==> src/rtl/psum_stage.sv <==
// Partial-sum stage: accumulates per-row SS beats into groups and presents each finished group on PS.
// Optional build macro PSUM_SAT_EN: row additions saturate to the signed range and flag o_err.
module psum_stage #(
  parameter int PEROW   = 4,
  parameter int PSUMDWD = 16,
  parameter int CNTWD   = 8
) (
  input  logic                            i_clk,
  input  logic                            i_rst_n,
  input  logic                            SS_rdy,
  output logic                            SS_ack,
  input  logic [PEROW-1:0][PSUMDWD-1:0]   i_sum_SS,
  input  logic [1:0]                      i_ppctl_SS,
  output logic                            PS_rdy,
  input  logic                            PS_ack,
  output logic [PEROW-1:0][PSUMDWD-1:0]   o_psum_PS,
  output logic [CNTWD-1:0]                o_cnt_PS,
  output logic                            o_err,
  input  logic                            i_err_clr
);

  typedef enum logic [1:0] {IDLE = 2'd0, ACC = 2'd1, OUT = 2'd2} state_t;

  // Returns {overflow, sum}; overflow is only reported when saturation is built in.
  function automatic logic [PSUMDWD:0] add_row(input logic [PSUMDWD-1:0] a,
                                               input logic [PSUMDWD-1:0] b);
    logic [PSUMDWD-1:0] s;
    logic               ovf;
    s   = a + b;
    ovf = (a[PSUMDWD-1] == b[PSUMDWD-1]) && (s[PSUMDWD-1] != a[PSUMDWD-1]);
`ifdef PSUM_SAT_EN
    if (ovf) begin
      s = a[PSUMDWD-1] ? {1'b1, {(PSUMDWD-1){1'b0}}} : {1'b0, {(PSUMDWD-1){1'b1}}};
    end else begin
      s = s;
    end
`else
    ovf = 1'b0;
`endif
    return {ovf, s};
  endfunction

  state_t                          state_r, state_nxt_s;
  logic [PEROW-1:0][PSUMDWD-1:0]   acc_r, acc_nxt_s, psum_r;
  logic [PSUMDWD:0]                row_res_s [PEROW];
  logic [CNTWD-1:0]                cnt_r, cnt_nxt_s, ocnt_r;
  logic                            ps_rdy_r, err_r;
  logic                            ss_ack_s, ss_hs_s, ps_hs_s, first_s, last_s, start_s;
  logic                            sat_any_s, cnt_max_s, err_set_s;

  // Handshakes, group start detection and next accumulator/counter values.
  always_comb begin
    ss_ack_s  = (state_r != OUT) || PS_ack;
    ss_hs_s   = SS_rdy && ss_ack_s;
    ps_hs_s   = ps_rdy_r && PS_ack;
    first_s   = i_ppctl_SS[1];
    last_s    = i_ppctl_SS[0];
    // Only an open group accumulates; a first bit inside it restarts the group.
    start_s   = (state_r != ACC) || first_s;
    cnt_max_s = (cnt_r == {CNTWD{1'b1}});
    sat_any_s = 1'b0;
    for (int i = 0; i < PEROW; i++) begin
      row_res_s[i] = add_row(acc_r[i], i_sum_SS[i]);
      sat_any_s    = sat_any_s | row_res_s[i][PSUMDWD];
    end
    if (start_s) begin
      acc_nxt_s = i_sum_SS;
      cnt_nxt_s = {{(CNTWD-1){1'b0}}, 1'b1};
    end else begin
      for (int i = 0; i < PEROW; i++) begin
        acc_nxt_s[i] = row_res_s[i][PSUMDWD-1:0];
      end
      cnt_nxt_s = cnt_max_s ? cnt_r : cnt_r + {{(CNTWD-1){1'b0}}, 1'b1};
    end
    err_set_s = ss_hs_s && ((state_r == ACC && first_s) ||
                            (!start_s && (cnt_max_s || sat_any_s)));
  end

  // Next-state decode.
  always_comb begin
    state_nxt_s = state_r;
    if (ss_hs_s) begin
      state_nxt_s = last_s ? OUT : ACC;
    end else if (ps_hs_s) begin
      state_nxt_s = IDLE;
    end else begin
      state_nxt_s = state_r;
    end
  end

  // State register.
  always_ff @(posedge i_clk or negedge i_rst_n) begin
    if (!i_rst_n) begin
      state_r <= IDLE;
    end else begin
      state_r <= state_nxt_s;
    end
  end

  // Accumulator and beat counter.
  always_ff @(posedge i_clk or negedge i_rst_n) begin
    if (!i_rst_n) begin
      acc_r <= '0;
      cnt_r <= '0;
    end else if (ss_hs_s) begin
      acc_r <= acc_nxt_s;
      cnt_r <= cnt_nxt_s;
    end else begin
      acc_r <= acc_r;
      cnt_r <= cnt_r;
    end
  end

  // Output group registers; a closing beat reloads them even while draining.
  always_ff @(posedge i_clk or negedge i_rst_n) begin
    if (!i_rst_n) begin
      psum_r   <= '0;
      ocnt_r   <= '0;
      ps_rdy_r <= 1'b0;
    end else if (ss_hs_s && last_s) begin
      psum_r   <= acc_nxt_s;
      ocnt_r   <= cnt_nxt_s;
      ps_rdy_r <= 1'b1;
    end else if (ps_hs_s) begin
      ps_rdy_r <= 1'b0;
    end else begin
      ps_rdy_r <= ps_rdy_r;
    end
  end

  // Sticky error flag; a new error beats a clear in the same cycle.
  always_ff @(posedge i_clk or negedge i_rst_n) begin
    if (!i_rst_n) begin
      err_r <= 1'b0;
    end else if (err_set_s) begin
      err_r <= 1'b1;
    end else if (i_err_clr) begin
      err_r <= 1'b0;
    end else begin
      err_r <= err_r;
    end
  end

  assign SS_ack    = ss_ack_s;
  assign PS_rdy    = ps_rdy_r;
  assign o_psum_PS = psum_r;
  assign o_cnt_PS  = ocnt_r;
  assign o_err     = err_r;

endmodule

==> config.mk <==
export PLATFORM = sky130hd
export DESIGN_NAME = psum_stage
export DESIGN_NICKNAME = d
export VERILOG_FILES = /design/src/rtl/psum_stage.sv
export SDC_FILE = /design/constraint.sdc
export NUM_CORES = 1
export LEC_CHECK = 0
export CORE_AREA = 2 2 104 157
export CTS_CLUSTER_SIZE = 16
export DETAILED_ROUTE_END_ITERATION = 8
export DIE_AREA = 0 0 106 159
export PLACE_DENSITY_LB_ADDON = 0.1
export SYNTH_ARGS = -nofsm -noshare
export SYNTH_HDL_FRONTEND = slang
export SYNTH_SLANG_ARGS = --single-unit
==> constraint.sdc <==
create_clock -name i_clk -period 5 [get_ports i_clk]
set_input_delay 0.5 -clock i_clk [delete_from_list [all_inputs] [get_ports i_clk]]
set_output_delay 0.5 -clock i_clk [all_outputs]
set_load 0.02 [all_outputs]
==> flow_metrics.py, run 1 <==
metrics = {
    "placement": {
        "post_dp_cell_area_sq_um": 10600,
        "hpwl_mm": 15.6,
        "dp_cells": 1345,
        "routabilityCongestion": 0.916,
        "io_buffers": 145,
    },
    "cells_and_area": {
        "seq_area_sq_um": 3700,
        "area_delta_synth_final_pct": 24.0,
        "nFillCells": 1207,
        "design_area_sq_um": 11200,
        "diodes": 0,
        "multi_input_area_sq_um": 5030,
        "post-route-util": 0.721,
        "final_nets": 1297,
        "fin_cells": 1377,
        "drive_gt1_frac": 0.0486,
    },
    "cts": {
        "cts_buffers": 17,
        "clk_path_buf_depth": 2,
        "postCtsSetupBuffers": 0,
        "cts_num_sinks": 148,
        "cts_tree": "done",
        "clkTransAtPathRegs_ps": 60,
        "clock_latency_ps": 430,
        "cts.htree.levels": 4,
        "cts-root-buf": "clkbuf_16",
        "cts.repair.resized": 0,
        "cts_hold_buf": 0,
    },
    "setup_path": {
        "path_common_cell": "a31oi_1",
        "slowest_delay_ps": 590,
        "required_ps": 5350,
        "r2r_end": "o_psum_PS[12]",
        "startpoint_type": "input port",
        "rr_startpoint": "acc_r[0]",
        "end_kind": "flop",
        "criticalPathCategory": "in -> reg",
        "r2r_cells": 10,
        "cp_num_buf_inv": 1,
        "cpLargestDelayFamily": "compound AO/OA/AOI/OAI gates",
        "crit_chain": "clkdlybuf4s50_1 > ha_1 > fa_1 > a21oi_1 > o22ai_1 > o41ai_1 > o21ai_1 > a31oi_1 > xnor2_1 > nand2_1 > a31oi_1",
        "slowest_stage": "o41ai_1",
        "cp.arrival_ps": 3400,
        "crit_fanout": 2,
        "regToRegSetupSlack_ps": 2090,
    },
    "power": {
        "p_total_mw": 4.49,
        "cellLeakagePower_nw": 4.87,
        "ir_drop_mv": 0.208,
        "power.density_nw_per_um2": 402,
    },
    "logic_synthesis": {
        "synth-compound-area-share": 0.225,
        "synth_nets": 1178,
        "ys_warn_count": 0,
        "ys_seq_area_frac": 0.412,
        "syn_inst": 1042,
        "synth-edff-count": 0,
        "synth_mux_area_frac": 0.0259,
        "synth_seq_cells": 148,
        "synth_top_family_by_area": "compound AO/OA/AOI/OAI gates",
        "ys_async_sr_fraction": 1.00,
        "synth.distinct_cells": 58,
        "synth_area_sq_um": 9000,
        "synth-simple-area-share": 0.155,
        "syn_area_per_cell_sq_um": 8.64,
        "ys.flop_type": "dfrtp_1",
        "synth-xor-area-share": 0.0574,
        "synthAdderAreaFrac": 0.0937,
    },
    "floorplan": {
        "die_w_um": 106,
        "io_pins": 146,
        "dieArea_sq_um": 16900,
        "initial_core_util": 0.581,
        "fp-row-count": 56,
        "coreArea_sq_um": 15500,
        "die_height_um": 159,
    },
    "timing": {
        "final.period_utilization": 0.610,
        "finalHoldViolations": 0,
        "clock-skew-final_ps": 7.87,
        "totalNegativeSetupSlack_ps": 0,
        "slew_headroom": 0.306,
        "worstMarginPinSlew_ps": 1040,
        "rsz0062_at_grt": "no",
        "min_period_ps": 3050,
        "final_max_slew_viol_count": 0,
        "setup_violations": 0,
        "fmax_ghz": 0.328,
    },
    "drt": {
        "antenna_left": 0,
        "drt-total-wl_mm": 22.9,
        "wl_per_cell_um": 16.6,
        "vias": 8001,
        "drc": 0,
        "vias_per_cell": 5.81,
        "dr.first_iter.drc_count": 305,
        "firstDrtPassIters": 5,
    },
    "min_path": {
        "min_path_type": "in -> async",
    },
    "global_route": {
        "grt_overflow": 0,
        "grt_pass1_vias": 8185,
        "grt_pass1_wl_mm": 38.6,
        "grt_max_degree": 106,
        "grt_antenna_before_repair": 0,
        "grt_usage": 0.283,
    },
    "status": {
        "status": "finished, final reports clean",
    },
    "run": {
        "drv_cap": 0,
    },
}
-- power breakdown --
group          total (mW)  switching, mW  leakage, nW  internal, mW
logic                1.64          0.917         2.78         0.724
registers            1.55          0.138         1.82          1.41
clock network        1.30          0.518        0.275         0.782
-- layout make-up --
| cell class | instances | share of cell area |
|---|---|---|
| multi-input combinational | 823 | 0.451 |
| sequential | 148 | 0.332 |
| timing repair buffer | 152 | 0.135 |
| clock buffer | 19 | 0.0388 |
| tap | 203 | 0.0228 |
| clock inverter | 13 | 0.0143 |
| inverter | 19 | 0.00639 |
-- kinds of logic (layout without fill, tap and decap cells) --
| family | count (synthesis) | in the layout |
|---|---|---|
| XOR/XNOR | 59 | 59 |
| flip-flops | 148 | 148 |
| multiplexers | 23 | 23 |
| AND/OR/NAND/NOR | 336 | 336 |
| AO/OA/AOI/OAI | 340 | 340 |
| adder cells (fa/ha/maj) | 65 | 65 |
| buffers and inverters | 71 | 203 |
-- flip-flops by register name (all words and copies together) (netlist names) --
register   count
PS_rdy         1
o_err          1
cnt_r          8
o_psum_PS     64
state_r        2
acc_r         64
o_cnt_PS       8
-- how the worst max path moves through the flow --
stage / start / to / slack [ps] / cells past startpoint
floorplan: i_sum_SS[48] / acc_r[62] / 2350 / 10
global placement: i_sum_SS[0] / acc_r[12] / 1620 / 11
detailed placement: i_sum_SS[0] / o_psum_PS[12] / 1580 / 11
CTS: i_sum_SS[0] / o_psum_PS[12] / 2030 / 11
global route: i_sum_SS[0] / acc_r[12] / 1680 / 11
finish: i_sum_SS[0] / o_psum_PS[12] / 1950 / 11
-- routing by layer --
metal | share of wire | vias to the layer above | routed length [um] | track usage
met4 | 0.026 | 0 | 589 | 0.116
met1 | 0.41 | 3830 | 9380 | 0.332
met3 | 0.047 | 49 | 1070 | 0.0569
met5 | 0 | - | 0 | 0
met2 | 0.52 | 203 | 11800 | 0.501
li1 | - | 3919 | - | -
-- cells in the mapped netlist, drive strengths merged (4+ instances only) --
master	number	area [sq um]
nand3	24	125
nor3	10	50.1
xor2	27	236
mux2i	21	210
buf	18	85.1
clkbuf	34	128
nand4	5	31.3
o21bai	4	30.0
a31oi	12	90.1
and3	7	43.8
nand2	189	709
a211oi	13	103
o211ai	7	62.6
inv	19	71.3
o21ai	144	728
nand2b	4	25.0
xnor2	32	280
o21a	11	82.6
fa	4	80.1
ha	61	763
o31ai	5	37.5
dfrtp	148	3700
a21oi	98	498
nor2	82	310
a21o	20	150
-- cells in the final DEF (no fill, tap or decap), types with 20 or more instances in the layout --
cell             count
xor2_1              27
nand2_1            187
a21o_1              20
xnor2_1             32
nand3_1             22
a21oi_1             96
clkdlybuf4s50_1    144
o21ai_0            130
nor2_1              81
ha_1                61
dfrtp_1            148
mux2i_1             21
-- metrics by stage --
stage / hold slack (ps) / worst slack [ps]
floorplan: 204 / 2350
detailed placement: 461 / 1580
finish: 61.8 / 1950
global route: 106 / 1680
global placement: 460 / 1620
CTS: 81.2 / 2030
(Power assumes the default switching activity.)
==> run 2, diff against run 1 <==
--- a/config.mk
+++ b/config.mk
@@ -5,10 +5,10 @@
 export SDC_FILE = /design/constraint.sdc
 export NUM_CORES = 1
 export LEC_CHECK = 0
-export CORE_AREA = 2 2 104 157
+export CORE_AREA = 2 2 108 162
 export CTS_CLUSTER_SIZE = 16
 export DETAILED_ROUTE_END_ITERATION = 8
-export DIE_AREA = 0 0 106 159
+export DIE_AREA = 0 0 110 164
 export PLACE_DENSITY_LB_ADDON = 0.1
 export SYNTH_ARGS = -nofsm -noshare
 export SYNTH_HDL_FRONTEND = slang
==> constraint.sdc (replaced) <==
create_clock -name i_clk -period 2.9 [get_ports i_clk]
set_input_delay 0.29 -clock i_clk [delete_from_list [all_inputs] [get_ports i_clk]]
set_output_delay 0.29 -clock i_clk [all_outputs]
set_load 0.02 [all_outputs]
==> flow_metrics.py, run 2 (synthesis results as in run 1) <==
metrics = {
    "status": {
        "status": "finished, final reports clean",
    },
    "drt": {
        "vias_per_cell": 5.60,
        "wl_met2_mm": 12.0,
        "vias": 7883,
        "firstDrtPassIters": 5,
        "wl_met3_um": 935,
        "wl_met1_mm": 9.33,
        "top_layer": "met4",
        "antenna_left": 0,
        "wl_per_cell_um": 16.2,
        "dr.first_iter.drc_count": 368,
        "drc": 0,
        "drt-total-wl_mm": 22.8,
    },
    "floorplan": {
        "coreArea_sq_um": 16600,
        "die_height_um": 164,
        "die_w_um": 110,
        "dieArea_sq_um": 18000,
        "fp-row-count": 58,
        "io_pins": 146,
        "initial_core_util": 0.542,
    },
    "cells_and_area": {
        "seq_area_sq_um": 3700,
        "final_common_cell": "nand2_1",
        "diodes": 0,
        "final_nets": 1321,
        "drive_gt1_frac": 0.0677,
        "fin_cells": 1407,
        "nFillCells": 1359,
        "multi_input_area_sq_um": 5030,
        "mostFrequentLayoutCells": "nand2_1 (187), dfrtp_1 (148), clkdlybuf4s50_1 (144)",
        "area_delta_synth_final_pct": 27.8,
    },
    "placement": {
        "io_buffers": 145,
        "dp_cells": 1375,
        "routabilityCongestion": 0.870,
        "hpwl_mm": 16.7,
    },
    "run": {
        "drv_cap": 0,
    },
    "power": {
        "power.density_nw_per_um2": 702,
        "ir_drop_mv": 0.388,
        "cellLeakagePower_nw": 5.06,
    },
    "global_route": {
        "grt_overflow": 0,
        "grt_pass1_vias": 7908,
        "grt_max_degree": 74,
        "grt_pass1_wl_mm": 37.4,
        "grt_antenna_before_repair": 0,
        "grt_usage": 0.265,
    },
    "timing": {
        "hold_ws_ps": 429,
        "final_max_slew_viol_count": 0,
        "clock-skew-final_ps": 10.9,
        "min_period_ps": 2770,
        "final.period_utilization": 0.954,
        "setup_violations": 0,
        "worstMarginPinSlew_ps": 716,
        "rsz0062_at_grt": "no",
        "slew_headroom": 0.523,
        "fmax_ghz": 0.361,
        "finalHoldViolations": 0,
    },
    "setup_path": {
        "required_ps": 3250,
        "rr_startpoint": "acc_r[0]",
        "crit_fanout": 2,
        "regToRegSetupSlack_ps": 130,
        "startpoint_type": "flop",
        "criticalPathCategory": "reg -> reg",
        "crit_start": "acc_r[0]",
        "crit_path_end": "o_psum_PS[12]",
        "cp.arrival_ps": 3120,
        "r2r_end": "o_psum_PS[12]",
        "r2r_cells": 10,
        "end_kind": "flop",
    },
    "cts": {
        "clock_latency_ps": 430,
        "clk_path_buf_depth": 2,
        "postCtsSetupBuffers": 0,
        "clkTransAtPathRegs_ps": 60,
        "cts.htree.levels": 4,
        "cts_num_sinks": 148,
        "cts.repair.resized": 0,
        "cts_tree": "done",
        "cts-root-buf": "clkbuf_16",
        "cts_buffers": 17,
        "cts_hold_buf": 1,
    },
    "min_path": {
        "min_path_type": "in -> reg",
    },
}
-- run 2: changes by cell type in the layout (fill, tap and decap cells not counted), sizes merged --
cell         delta
buf            +23
bufinv          +3
clkinvlp        -3
clkbuf          -1
dlygate4sd3     +1
-- run 2: layer usage --
metal  global-route usage  vias up
met5                    0        -
met4                0.106        0
met3               0.0516       43
met2                0.475      167
met1                0.303     3717
li1                     -     3956
-- run 2: final cells by class --
cell class | count | area share
clock buffer | 18 | 0.0382
clock inverter | 13 | 0.0201
inverter | 19 | 0.00620
multi-input combinational | 823 | 0.438
sequential | 148 | 0.322
tap | 210 | 0.0228
timing repair buffer | 176 | 0.153
-- run 2: per-stage QoR --
step           power, mW  setup WS, ps  cell area (sq um)  utilization  setup TNS (ps)
2_1_floorplan       4.54           395               9000            -               0
3_3_place_gp        5.53         -83.2              10800        0.651            -325
3_5_place_dp        5.59          -208              10800        0.651            -957
4_1_cts             8.14           198              11500        0.692               0
5_1_grt             8.58          18.0              11500        0.692               0
6_report            8.08           133              11500        0.692               0
-- run 2: worst min-delay path by stage --
stage	endpoint	cells after the start	start	slack (ps)
floorplan	PS_rdy	0	i_rst_n	-6
global placement	o_psum_PS[42]	1	i_rst_n	350
detailed placement	o_psum_PS[40]	1	i_rst_n	350
CTS	o_err	2	i_err_clr	420
global route	o_err	2	i_err_clr	430
finish	o_err	2	i_err_clr	430
-- run 2: power by group --
group | leakage (nW) | switching [mW] | internal, mW
logic | 2.92 | 1.58 | 1.32
registers | 1.82 | 0.235 | 2.43
clock network | 0.322 | 0.884 | 1.63
-- run 2: critical path, stage by stage, from the launching register on --
cell	delay [ps]
dfrtp_1	390
ha_1	210
fa_1	410
a21oi_1	270
o22ai_1	160
o41ai_1	480
o21ai_1	180
a31oi_1	230
xnor2_1	130
nand2_1	80
a31oi_1	150
==> run 3, diff against run 2 <==
--- a/config.mk
+++ b/config.mk
@@ -5,10 +5,10 @@
 export SDC_FILE = /design/constraint.sdc
 export NUM_CORES = 1
 export LEC_CHECK = 0
-export CORE_AREA = 2 2 108 162
+export CORE_AREA = 2 2 114 171
 export CTS_CLUSTER_SIZE = 16
 export DETAILED_ROUTE_END_ITERATION = 8
-export DIE_AREA = 0 0 110 164
+export DIE_AREA = 0 0 116 173
 export PLACE_DENSITY_LB_ADDON = 0.1
 export SYNTH_ARGS = -nofsm -noshare
 export SYNTH_HDL_FRONTEND = slang
==> constraint.sdc (replaced) <==
create_clock -name i_clk -period 2.3 [get_ports i_clk]
set_input_delay 0.23 -clock i_clk [delete_from_list [all_inputs] [get_ports i_clk]]
set_output_delay 0.23 -clock i_clk [all_outputs]
set_load 0.02 [all_outputs]
==> flow_metrics.py, run 3 (synthesis results as in run 1) <==
metrics = {
    "cts": {
        "clk_path_buf_depth": 2,
        "clock_latency_ps": 430,
        "cts_num_sinks": 148,
        "cts-root-buf": "clkbuf_16",
        "cts_buffers": 17,
        "cts_tree": "done",
        "cts.htree.levels": 4,
        "clkTransAtPathRegs_ps": 60,
    },
    "drt": {
        "drt-total-wl_mm": 24.5,
        "wl_per_cell_um": 15.7,
        "drc": 0,
        "vias_per_cell": 5.29,
        "firstDrtPassIters": 5,
        "vias": 8232,
        "antenna_left": 0,
        "dr.first_iter.drc_count": 392,
    },
    "floorplan": {
        "initial_core_util": 0.487,
        "fp-row-count": 61,
        "dieArea_sq_um": 20100,
        "die_w_um": 116,
        "coreArea_sq_um": 18500,
        "die_height_um": 173,
        "io_pins": 146,
    },
    "placement": {
        "routabilityCongestion": 0.899,
        "io_buffers": 145,
        "dp_cells": 1509,
        "post_dp_cell_area_sq_um": 11600,
        "hpwl_mm": 17.5,
    },
    "cells_and_area": {
        "final_nets": 1427,
        "final_common_cell": "nand2_1",
        "area_delta_synth_final_pct": 42.3,
        "diodes": 0,
        "fin_cells": 1555,
        "mostFrequentLayoutCells": "nand2_1 (187), dfrtp_1 (148), clkdlybuf4s50_1 (144)",
        "design_area_sq_um": 12800,
        "drive_gt1_frac": 0.192,
    },
    "global_route": {
        "grt_usage": 0.249,
        "grt_overflow": 0,
        "grt_pass1_wl_mm": 40.2,
        "grt_antenna_before_repair": 0,
        "grt_pass1_vias": 8438,
        "grt_max_degree": 62,
    },
    "setup_path": {
        "cpLargestDelayFamily": "compound AO/OA/AOI/OAI gates",
        "cp_num_buf_inv": 0,
        "cp.arrival_ps": 2760,
        "end_kind": "flop",
        "criticalPathCategory": "reg -> reg",
        "r2r_cells": 10,
        "slowest_delay_ps": 410,
        "slowest_stage": "dfrtp_1",
        "required_ps": 2630,
        "crit_fanout": 2,
        "startpoint_type": "flop",
        "crit_chain": "ha_4 > fa_2 > a211oi_2 > nor2_2 > o311ai_4 > o21ai_2 > a21o_1 > a21oi_2 > xor2_1 > a221oi_1",
        "crit_cells": 10,
    },
    "timing": {
        "final.period_utilization": 1.06,
        "clock-skew-final_ps": 11.8,
        "fmax_ghz": 0.411,
        "setup_violations": 10,
        "slew_headroom": 0.603,
        "worstMarginPinSlew_ps": 595,
        "finalHoldViolations": 0,
        "fin_ws_ps": -132,
        "hold_ws_ps": 361,
        "min_period_ps": 2430,
        "rsz0062_at_grt": "yes",
        "final_max_slew_viol_count": 0,
    },
    "power": {
        "ir_drop_mv": 0.477,
        "cellLeakagePower_nw": 5.63,
        "p_total_mw": 10.9,
        "power.density_nw_per_um2": 852,
    },
    "status": {
        "status": "complete, but fails checks",
        "violations": "negative setup slack",
    },
    "run": {
        "drv_cap": 0,
    },
    "min_path": {
        "min_path_type": "in -> async",
    },
}
==> run 3: where the power goes <==
| part | internal, mW | switching (mW) | leakage, nW | total [mW] |
|---|---|---|---|---|
| logic | 2.22 | 2.25 | 3.51 | 4.47 |
| registers | 3.06 | 0.308 | 1.82 | 3.37 |
| clock network | 1.94 | 1.12 | 0.304 | 3.06 |
==> run 3: final timing paths <==
check	from	end	slack (ps)
min	i_rst_n	acc_r[42]	360
max	acc_r[48]	acc_r[62]	-130
min in group i_clk	i_err_clr	o_err	380
min reg2reg	o_psum_PS[42]	o_psum_PS[42]	470
max in group asynchronous	i_rst_n	o_psum_PS[10]	1300
max reg2reg	acc_r[48]	acc_r[62]	-130
==> run 3: layer usage <==
metal | track usage | up-vias | wire, um
met2 | 0.444 | 159 | 12800
met1 | 0.295 | 3863 | 10100
li1 | - | 4166 | -
met5 | 0 | - | 0
met4 | 0.0858 | 0 | 601
met3 | 0.0480 | 44 | 960
==> run 3: final cells by class <==
type / count / area, sq um
clock buffers: 18 / 439
repair buffers: 282 / 2610
inverters: 19 / 71.3
clock inverters: 13 / 208
fillers: 1502 / 5670
flip-flops and latches: 148 / 3700
well taps: 252 / 315
multi-input cells: 823 / 5450
==> run 3: worst register-to-register path, stage by stage (launching register included) <==
cell and delay [ps]:
dfrtp_1 410, ha_4 180, fa_2 370, a211oi_2 230
nor2_2 80, o311ai_4 270, o21ai_2 100, a21o_1 180
a21oi_2 170, xor2_1 100, a221oi_1 250
==> run 3: metrics by stage <==
stage	util	setup WS (ps)	setup TNS [ps]
2_1_floorplan	-	-88.8	-173
4_1_cts	0.674	-170	-903
5_1_grt	0.693	-288	-4260
3_3_place_gp	0.631	-533	-22430
6_report	0.693	-132	-587
3_5_place_dp	0.631	-589	-24680
==> run 3: timing repair <==
| item | CTS | global route |
|---|---|---|
| cloned | 0 | 0 |
| hold buffers | 1 | 0 |
| setup buffers | 7 | 9 |
| gates resized for setup | 29 | 69 |
| pin swaps | 27 | 47 |
| endpoints found under the setup margin | 39 | 69 |
| hold endpoints to repair | 58 | 0 |
